File: src/rtl/hazard_scoreboard.sv
// hazard_scoreboard: load-use and branch hazard unit beside the decode stage.
// Tracks in-flight register writers issued from ID, counts down the cycles
// until each result can be forwarded, and stalls the ID instruction for as
// long as an EX-stage consumer or an ID-resolved branch still has to wait.
module hazard_scoreboard #(
    parameter int REG_ADDR_W      = 5,
    parameter int LOAD_USE_CYCLES = 1,
    parameter int BRANCH_IN_ID    = 1,
    parameter int ENTRIES         = LOAD_USE_CYCLES + 2,
    parameter int CNT_W           = 16
) (
    input  logic                  clk,
    input  logic                  rstn,
    input  logic                  id_valid,
    input  logic [REG_ADDR_W-1:0] id_rs,
    input  logic [REG_ADDR_W-1:0] id_rt,
    input  logic                  id_use_rs,
    input  logic                  id_use_rt,
    input  logic                  id_is_branch,
    input  logic                  id_reg_write,
    input  logic                  id_mem_read,
    input  logic [REG_ADDR_W-1:0] id_dest,
    input  logic                  flush,
    output logic                  pc_write,
    output logic                  IF_ID_write,
    output logic                  stall,
    output logic [CNT_W-1:0]      stall_count,
    output logic                  overflow
);

    // Waits never exceed LOAD_USE_CYCLES + BRANCH_IN_ID (at most 7).
    localparam int WAIT_W = 3;

    localparam logic [WAIT_W-1:0]     WAIT_ZERO = {WAIT_W{1'b0}};
    localparam logic [WAIT_W-1:0]     WAIT_ONE  = {{(WAIT_W-1){1'b0}}, 1'b1};
    localparam logic [WAIT_W-1:0]     LOAD_EX   = WAIT_W'(LOAD_USE_CYCLES);
    localparam logic [WAIT_W-1:0]     LOAD_ID   = WAIT_W'(LOAD_USE_CYCLES + BRANCH_IN_ID);
    localparam logic [WAIT_W-1:0]     ALU_ID    = WAIT_W'(BRANCH_IN_ID);
    localparam logic                  BR_IN_ID  = 1'(BRANCH_IN_ID);
    localparam logic [REG_ADDR_W-1:0] REG_ZERO  = {REG_ADDR_W{1'b0}};
    localparam logic [CNT_W-1:0]      CNT_ZERO  = {CNT_W{1'b0}};
    localparam logic [CNT_W-1:0]      CNT_ONE   = {{(CNT_W-1){1'b0}}, 1'b1};
    localparam logic [CNT_W-1:0]      CNT_MAX   = {CNT_W{1'b1}};

    // Scoreboard state
    logic [ENTRIES-1:0]    valid_r;
    logic [REG_ADDR_W-1:0] dest_r    [ENTRIES];
    logic [WAIT_W-1:0]     wait_ex_r [ENTRIES];
    logic [WAIT_W-1:0]     wait_id_r [ENTRIES];
    logic [CNT_W-1:0]      stall_count_r;
    logic                  overflow_r;

    // Combinational helpers
    logic [WAIT_W-1:0]     need_s    [ENTRIES];
    logic                  branch_mode_s;
    logic                  rs_hit_s;
    logic                  rt_hit_s;
    logic                  stall_s;
    logic                  issue_s;
    logic                  write_s;
    logic                  insert_s;
    logic [WAIT_W-1:0]     ins_ex_s;
    logic [WAIT_W-1:0]     ins_id_s;
    logic [ENTRIES-1:0]    nxt_valid_s;
    logic [REG_ADDR_W-1:0] nxt_dest_s    [ENTRIES];
    logic [WAIT_W-1:0]     nxt_wait_ex_s [ENTRIES];
    logic [WAIT_W-1:0]     nxt_wait_id_s [ENTRIES];
    logic                  slot_found_s;
    logic                  ovf_set_s;

    // Branches resolved in ID look at wait_id; everything else at wait_ex.
    assign branch_mode_s = id_is_branch & BR_IN_ID;

    // Per-source hazard detection; rs and rt hitting one entry is one hazard.
    always_comb begin
        rs_hit_s = 1'b0;
        rt_hit_s = 1'b0;
        for (int i = 0; i < ENTRIES; i++) begin
            if (branch_mode_s) begin
                need_s[i] = wait_id_r[i];
            end else begin
                need_s[i] = wait_ex_r[i];
            end
            if (valid_r[i] && (need_s[i] != WAIT_ZERO)) begin
                if (id_use_rs && (id_rs != REG_ZERO) && (dest_r[i] == id_rs)) begin
                    rs_hit_s = 1'b1;
                end else begin
                    rs_hit_s = rs_hit_s;
                end
                if (id_use_rt && (id_rt != REG_ZERO) && (dest_r[i] == id_rt)) begin
                    rt_hit_s = 1'b1;
                end else begin
                    rt_hit_s = rt_hit_s;
                end
            end else begin
                rs_hit_s = rs_hit_s;
                rt_hit_s = rt_hit_s;
            end
        end
    end

    assign stall_s  = id_valid & ~flush & (rs_hit_s | rt_hit_s);
    assign issue_s  = id_valid & ~flush & ~stall_s;
    assign write_s  = issue_s & id_reg_write & (id_dest != REG_ZERO);
    assign insert_s = write_s & ((ins_ex_s != WAIT_ZERO) | (ins_id_s != WAIT_ZERO));

    // Countdown values loaded for a freshly issued writer.
    always_comb begin
        if (id_mem_read) begin
            ins_ex_s = LOAD_EX;
            ins_id_s = LOAD_ID;
        end else begin
            ins_ex_s = WAIT_ZERO;
            ins_id_s = ALU_ID;
        end
    end

    // Next scoreboard: decrement, retire expired, kill older same-dest, insert lowest free.
    always_comb begin
        slot_found_s = 1'b0;
        for (int i = 0; i < ENTRIES; i++) begin
            if (wait_ex_r[i] != WAIT_ZERO) begin
                nxt_wait_ex_s[i] = wait_ex_r[i] - WAIT_ONE;
            end else begin
                nxt_wait_ex_s[i] = WAIT_ZERO;
            end
            if (wait_id_r[i] != WAIT_ZERO) begin
                nxt_wait_id_s[i] = wait_id_r[i] - WAIT_ONE;
            end else begin
                nxt_wait_id_s[i] = WAIT_ZERO;
            end
            nxt_dest_s[i] = dest_r[i];
            // A new writer of the same register supersedes this entry even when
            // the new writer itself needs no tracking.
            if (valid_r[i]
                && ((nxt_wait_ex_s[i] != WAIT_ZERO) || (nxt_wait_id_s[i] != WAIT_ZERO))
                && !(write_s && (dest_r[i] == id_dest))) begin
                nxt_valid_s[i] = 1'b1;
            end else begin
                nxt_valid_s[i] = 1'b0;
            end
            if (insert_s && !slot_found_s && !nxt_valid_s[i]) begin
                nxt_valid_s[i]   = 1'b1;
                nxt_dest_s[i]    = id_dest;
                nxt_wait_ex_s[i] = ins_ex_s;
                nxt_wait_id_s[i] = ins_id_s;
                slot_found_s     = 1'b1;
            end else begin
                slot_found_s = slot_found_s;
            end
        end
        ovf_set_s = insert_s & ~slot_found_s;
    end

    // Scoreboard registers.
    always_ff @(posedge clk or negedge rstn) begin
        if (!rstn) begin
            valid_r <= {ENTRIES{1'b0}};
            for (int i = 0; i < ENTRIES; i++) begin
                dest_r[i]    <= REG_ZERO;
                wait_ex_r[i] <= WAIT_ZERO;
                wait_id_r[i] <= WAIT_ZERO;
            end
        end else begin
            valid_r <= nxt_valid_s;
            for (int i = 0; i < ENTRIES; i++) begin
                dest_r[i]    <= nxt_dest_s[i];
                wait_ex_r[i] <= nxt_wait_ex_s[i];
                wait_id_r[i] <= nxt_wait_id_s[i];
            end
        end
    end

    // Saturating stall counter and sticky overflow flag.
    always_ff @(posedge clk or negedge rstn) begin
        if (!rstn) begin
            stall_count_r <= CNT_ZERO;
            overflow_r    <= 1'b0;
        end else begin
            if (stall_s && (stall_count_r != CNT_MAX)) begin
                stall_count_r <= stall_count_r + CNT_ONE;
            end else begin
                stall_count_r <= stall_count_r;
            end
            overflow_r <= overflow_r | ovf_set_s;
        end
    end

    // Stall must act in the same cycle the hazard is seen, so it stays combinational.
    assign stall       = stall_s;
    assign pc_write    = ~stall_s;
    assign IF_ID_write = ~stall_s;
    assign stall_count = stall_count_r;
    assign overflow    = overflow_r;

endmodule

File: config.mk
export PLATFORM = sky130hd
export DESIGN_NAME = hazard_scoreboard
export DESIGN_NICKNAME = d
export VERILOG_FILES = /design/src/rtl/hazard_scoreboard.sv
export SDC_FILE = /design/constraint.sdc
export NUM_CORES = 1
export LEC_CHECK = 0
export CAP_MARGIN = 0
export CORE_AREA = 3 3 108 110
export CTS_BUF_LIST = sky130_fd_sc_hd__clkbuf_4 sky130_fd_sc_hd__clkbuf_8
export DETAILED_ROUTE_END_ITERATION = 6
export DIE_AREA = 0 0 111 113
export GPL_ROUTABILITY_DRIVEN = 0
export PLACE_DENSITY = 0.48
export SYNTH_ARGS = -nofsm -noshare
export SYNTH_HDL_FRONTEND = slang
export SYNTH_SLANG_ARGS = --single-unit
File: constraint.sdc
create_clock -name clk -period 4.7 [get_ports clk]
set_input_delay 0.47 -clock clk [delete_from_list [all_inputs] [get_ports clk]]
set_output_delay 0.47 -clock clk [all_outputs]
set_load 0.02 [all_outputs]
### Yosys cells after proc, flatten, opt, wreduce, memory -nomap -nowiden

Index checks and enable logic that the tools add are counted.

* bits in registers: 53
* bits in latches: 0
* bits in writable memories: 0
* bits in read-only memories: 0
* input port bits: 24
* output and inout port bits: 20
* word-level logic and storage cells: 137
* memories kept: 0

* add/subtract/negate cells: 7
* multipliers: 0
* divide/modulo/power cells: 0
* $lt $le $gt $ge: 0
* equal/unequal tests: 10
* shift-type cells: 0
* muxes and demuxes: 38
* bitwise operators: 13
* reduce and logical (&&, ||, !) cells: 57

Operator list (count)
* $reduce_bool 3->1: 17
* $eq 5x5->1: 9
* $mux 3: 15
* $logic_and 1x1->1: 26
* $mux 1: 22
* $sub 3x1->3 const B: 6
* $add 16x1->16 const B: 1
* $ne 16x16->1 const B: 1
* $reduce_bool 5->1: 3
* $logic_not 1->1: 8
* $and 1x1->1: 7
* $logic_or 1x1->1: 3
* $not 1->1: 3
* $or 1x1->1: 3
* $mux 2: 1

### Logic depth before layout (Yosys ltp)

* word-level depth: 33
* depth in mapped cells: 11
* gate-level depth less buffers: 10

### Least setup slack after synthesis

OpenSTA, ideal clock, no wires.

* path kind: reg-to-output
* start point: register wait_id_r[0] (netlist bit)
* end point: output port pc_write
* data arrival time: 2.268 ns
* required time: 4.230 ns
* path slack: 1.962 ns
* stages on the path, launching flop included: 10
* buffers on the path: 3
* path through: dfrtp_1 or4b_1 o311ai_1 nor4_1 nor3_1 o22a_1 buf_2 buf_2 nand2b_1 buf_4

* word-level cells in the longest chain between the ends: 7
* elaborated cells on any way between the ends: 8
* those cells by class: 3 x mux; 3 x bitwise; 2 x reduce/logical

RTL lines
* start: declaration: line 49 `logic [WAIT_W-1:0] wait_id_r [ENTRIES];`
* start signal: indexed assignment: line 169 `wait_id_r[i] <= nxt_wait_id_s[i];`
* $mux 3 *: line 79 `if (branch_mode_s) begin`
* $reduce_bool 3->1 *: line 84 `if (valid_r[i] && (need_s[i] != WAIT_ZERO)) begin`
* $logic_and 1x1->1 *: line 84
* $mux 1: line 84
* $or 1x1->1 *: line 102 `assign stall_s = id_valid & ~flush & (rs_hit_s | rt_hit_s);`
* $and 1x1->1 *: line 102
* $not 1->1 *
* end: declaration: line 24 `output logic pc_write,`

Every way passes the cells marked *; elsewhere a longest branch is shown, timed or not.

### Worst setup path after layout

* start point: input port id_is_branch
* end point: output port pc_write

* word-level cells in the longest chain between the ends: 11
* elaborated cells on any way between the ends: 22
* those cells by class: 13 x mux; 3 x bitwise; 6 x reduce/logical

RTL lines
* start: declaration: line 19 `input logic id_is_branch,`
* $mux 3: line 79
* $reduce_bool 3->1: line 84
* $logic_and 1x1->1: line 84
* $mux 1: line 84
* $mux 1 (on tied branches): line 85, 90
* $mux 1: line 84
* $mux 1 (on tied branches): line 85, 90
* $mux 1: line 84
* $or 1x1->1 *: line 102
* $and 1x1->1 *: line 102
* $not 1->1 *: line 191 `assign pc_write = ~stall_s;`

Marks and branches as above.

==> run metrics <==
run status completed; hold violation count in the final report 0; flip-flop cell with the highest count after synthesis sky130_fd_sc_hd__dfrtp_1; Worst R2R Path Depth 7; initial antenna violation count 0; first-iteration detailed-routing DRC count 71; Die Width 111 µm; Maximum Capacitance Violations 0; number of fillers in the final layout 1,089; portion of synthesized cell area occupied by the leading cell type 0.4107; Arr. time, crit path 3260 ps; placed standard-cell area 0.003762 mm²; maximum number of pins on one net before global-route repair 54; buffer count from post-CTS setup fixing 0; Adder-Cell Fraction of Synth Area 0.05037; number of nets still failing antenna checks after routing 0; Die Y 113 µm; commonest cells in the synthesized netlist sky130_fd_sc_hd__dfrtp_1, sky130_fd_sc_hd__xor2_1, sky130_fd_sc_hd__xnor2_1; Avg Vias per Cell 4.785; port bufs 43; setup violators final 0; fin. max-slew vios 0; proportion of register bits with asynchronous set or reset after synthesis 1.000; leading cell types by total area after synthesis sky130_fd_sc_hd__dfrtp_1, sky130_fd_sc_hd__xor2_1, sky130_fd_sc_hd__xnor2_1; via count of the first global-routing pass 2,502; Die Area 0.01254 mm²; routed via count 2,359; hold crit path type in -> async; final non-filler cell area 0.003882 mm²; count of warnings emitted by yosys 0; simple-gate share of the synthesized area 0.1821; total number of nets in the final design 389; CTS max path bufs 2; number of clock sinks seen by CTS 53; nets in the synthesized netlist 349; part of the Yosys area used for sequential elements 0.4107; most frequent cell after synthesis sky130_fd_sc_hd__dfrtp_1; Antenna diodes 0; post-synthesis instance total 312; layout overhead on the synthesized area 20.22%; Hold-fix buffers, CTS 0; mux contribution to synthesized area 0.1011; unrepaired setup endpoints after global routing no; number of enable flip-flop cells after synthesis 0; DRC violation count after routing 0; clock-pin slew on the worst setup and hold paths 100 ps; post-synthesis cell area 0.003229 mm²; register bit count reported by yosys 53; post-synth cell types 47; pre-CTS worst setup slack 942.5 ps; count of pins on the block boundary 44; clock skew 8.545 ps; All-Layer GR Usage 0.1295; Floorplan Core Area 0.01079 mm²; Fin Setup TNS 0 ps; critical path required time 4230 ps; nature of the critical path endpoint primary output; largest driver fanout on the critical path 17; number of search-and-repair iterations in the first detailed-routing pass 4; Final Total Pwr 0.001197 W; final routed wirelength across all metal layers 7884 µm; TritonCTS Buffers 5; classification of the worst setup path in -> out; startpoint types input port; post-DR wirelength/cell 15.99 µm; Max-Slew Margin vs Limit 0.5307; cell type with the highest aggregate area in the netlist sky130_fd_sc_hd__dfrtp_1; Root Buffer sky130_fd_sc_hd__clkbuf_8; Power Dens Cells 308.4 mW/mm²; hpwl dp 5915 µm; Tcrit/Tclk final 0.7937; leakage power summed over all cells 1.779 nW; worst skew pair latency 310 ps; TritonCTS clock tree built; main combinational cell family by area after synthesis simple AND/OR/NAND/NOR gates; Max Freq 0.2681 GHz; xor/xnor share of the synthesized area 0.1600; ratio of cells with drive above 1 in the final layout 0.08499; fraction of the mapped netlist area in compound gates 0.05037; Rows 38; wire length of the first global-routing pass 13,160 µm; slew at the pin with the worst max-slew slack 703.9 ps; initial core utilization 0.2992; Post-CTS Resized 0; grt ovf 0; Avg Inst Size Synth 10.35 µm²; slack of the critical path 969.7 ps; worst-case vdd ir drop 151.8 µV; final critical path time including I/O delays and setup 3730 ps; H-tree depth reported by CTS 2
[metal layers]
| layer | GRT usage | share of wire | vias to the layer above |
|---|---|---|---|
| li1 | - | - | 1148 |
| met1 | 0.1726 | 0.49 | 1155 |
| met2 | 0.2156 | 0.47 | 46 |
| met3 | 0.02246 | 0.026 | 10 |
| met4 | 0.04023 | 0.019 | 0 |
| met5 | 0 | 0 | - |
[flip-flops by register name (all words and copies together) (netlist names)]
signal and cells:
wait_ex_r 9, dest_r 15, wait_id_r 9, stall_count 16, overflow 1, valid_r 3
[worst max-delay path, cell delays in order]
cell and delay [ps]:
sky130_fd_sc_hd__clkdlybuf4s50_1 610, sky130_fd_sc_hd__or4b_1 460, sky130_fd_sc_hd__o311ai_1 160, sky130_fd_sc_hd__nor4_1 120, sky130_fd_sc_hd__nor3_1 260, sky130_fd_sc_hd__o22a_1 170
sky130_fd_sc_hd__buf_4 210, sky130_fd_sc_hd__nand2b_1 170, sky130_fd_sc_hd__clkdlybuf4s50_1 620
[logic make-up after synthesis]
| logic type | count (synthesis) |
|---|---|
| muxes | 27 |
| DFF | 53 |
| buffers and inverters | 29 |
| AOI/OAI and AO/OA | 24 |
| xor gates and xnor gates | 59 |
| and+or+nand+nor | 107 |
| adders and majority gates | 13 |
[placed cells by master (no fill, tap or decap), types with 2 or more instances in the layout]
cell                              instances
sky130_fd_sc_hd__nor2b_1                  7
sky130_fd_sc_hd__o21ai_0                  6
sky130_fd_sc_hd__nand2b_1                 4
sky130_fd_sc_hd__nand2_1                 15
sky130_fd_sc_hd__xnor2_1                 25
sky130_fd_sc_hd__nor2_1                  12
sky130_fd_sc_hd__nor4_1                  10
sky130_fd_sc_hd__ha_1                    13
sky130_fd_sc_hd__nor3b_1                  2
sky130_fd_sc_hd__xor2_1                  34
sky130_fd_sc_hd__a31oi_1                  3
sky130_fd_sc_hd__clkdlybuf4s50_1         42
sky130_fd_sc_hd__dfrtp_1                 53
sky130_fd_sc_hd__mux2_1                  13
sky130_fd_sc_hd__inv_1                   16
sky130_fd_sc_hd__mux2i_1                  3
sky130_fd_sc_hd__nand3_1                 13
sky130_fd_sc_hd__or3_1                    2
sky130_fd_sc_hd__mux2_2                   4
sky130_fd_sc_hd__buf_4                    2
sky130_fd_sc_hd__nand4_1                  3
sky130_fd_sc_hd__mux2_4                   7
sky130_fd_sc_hd__nor3_1                  17
sky130_fd_sc_hd__and2_1                   3
sky130_fd_sc_hd__and3_1                   5
sky130_fd_sc_hd__or2_2                    5
sky130_fd_sc_hd__or4_1                    3
sky130_fd_sc_hd__clkbuf_8                 6
sky130_fd_sc_hd__a21oi_1                  6
[report_power, final]
group | total (W) | switching [W] | internal, W
sequential | 0.000581 | 0.0000727 | 0.000509
combinational | 0.000283 | 0.000135 | 0.000148
clock | 0.000333 | 0.000160 | 0.000173
total | 0.00120 | 0.000368 | 0.000830
[cell type report]
class / instances / area (µm²) / share of cell area
multi-input combinational: 230 / 1757 / 0.4525
clock inverter: 2 / 37.54 / 0.009668
tap: 140 / 175.2 / 0.04512
clock buffer: 6 / 82.58 / 0.02127
timing repair buffer: 45 / 440.4 / 0.1134
sequential: 53 / 1326 / 0.3416
inverter: 17 / 63.81 / 0.01644
[worst paths after layout]
kind / startpoint / end / slack (ps)
max in group asynchronous: rstn / dest_r[6] / 3960
min in group clk: overflow / overflow / 480
worst min-delay path: rstn / wait_id_r[5] / 280
worst max-delay path: id_is_branch / pc_write / 970
worst min register to register: overflow / overflow / 480
worst max register to register: wait_ex_r[0] / dest_r[5] / 1800
[metrics by stage]
stage,cells,utilization,hold WS [ps]
final,493,0.3597,281.4
after global routing,493,0.3597,344.0
after CTS,493,0.3597,319.5
after detailed placement,485,0.3486,468.7
after global placement,485,0.3486,477.9
after floorplan,312,-,174.4
No activity file was read; power rests on OpenSTA's default activity.
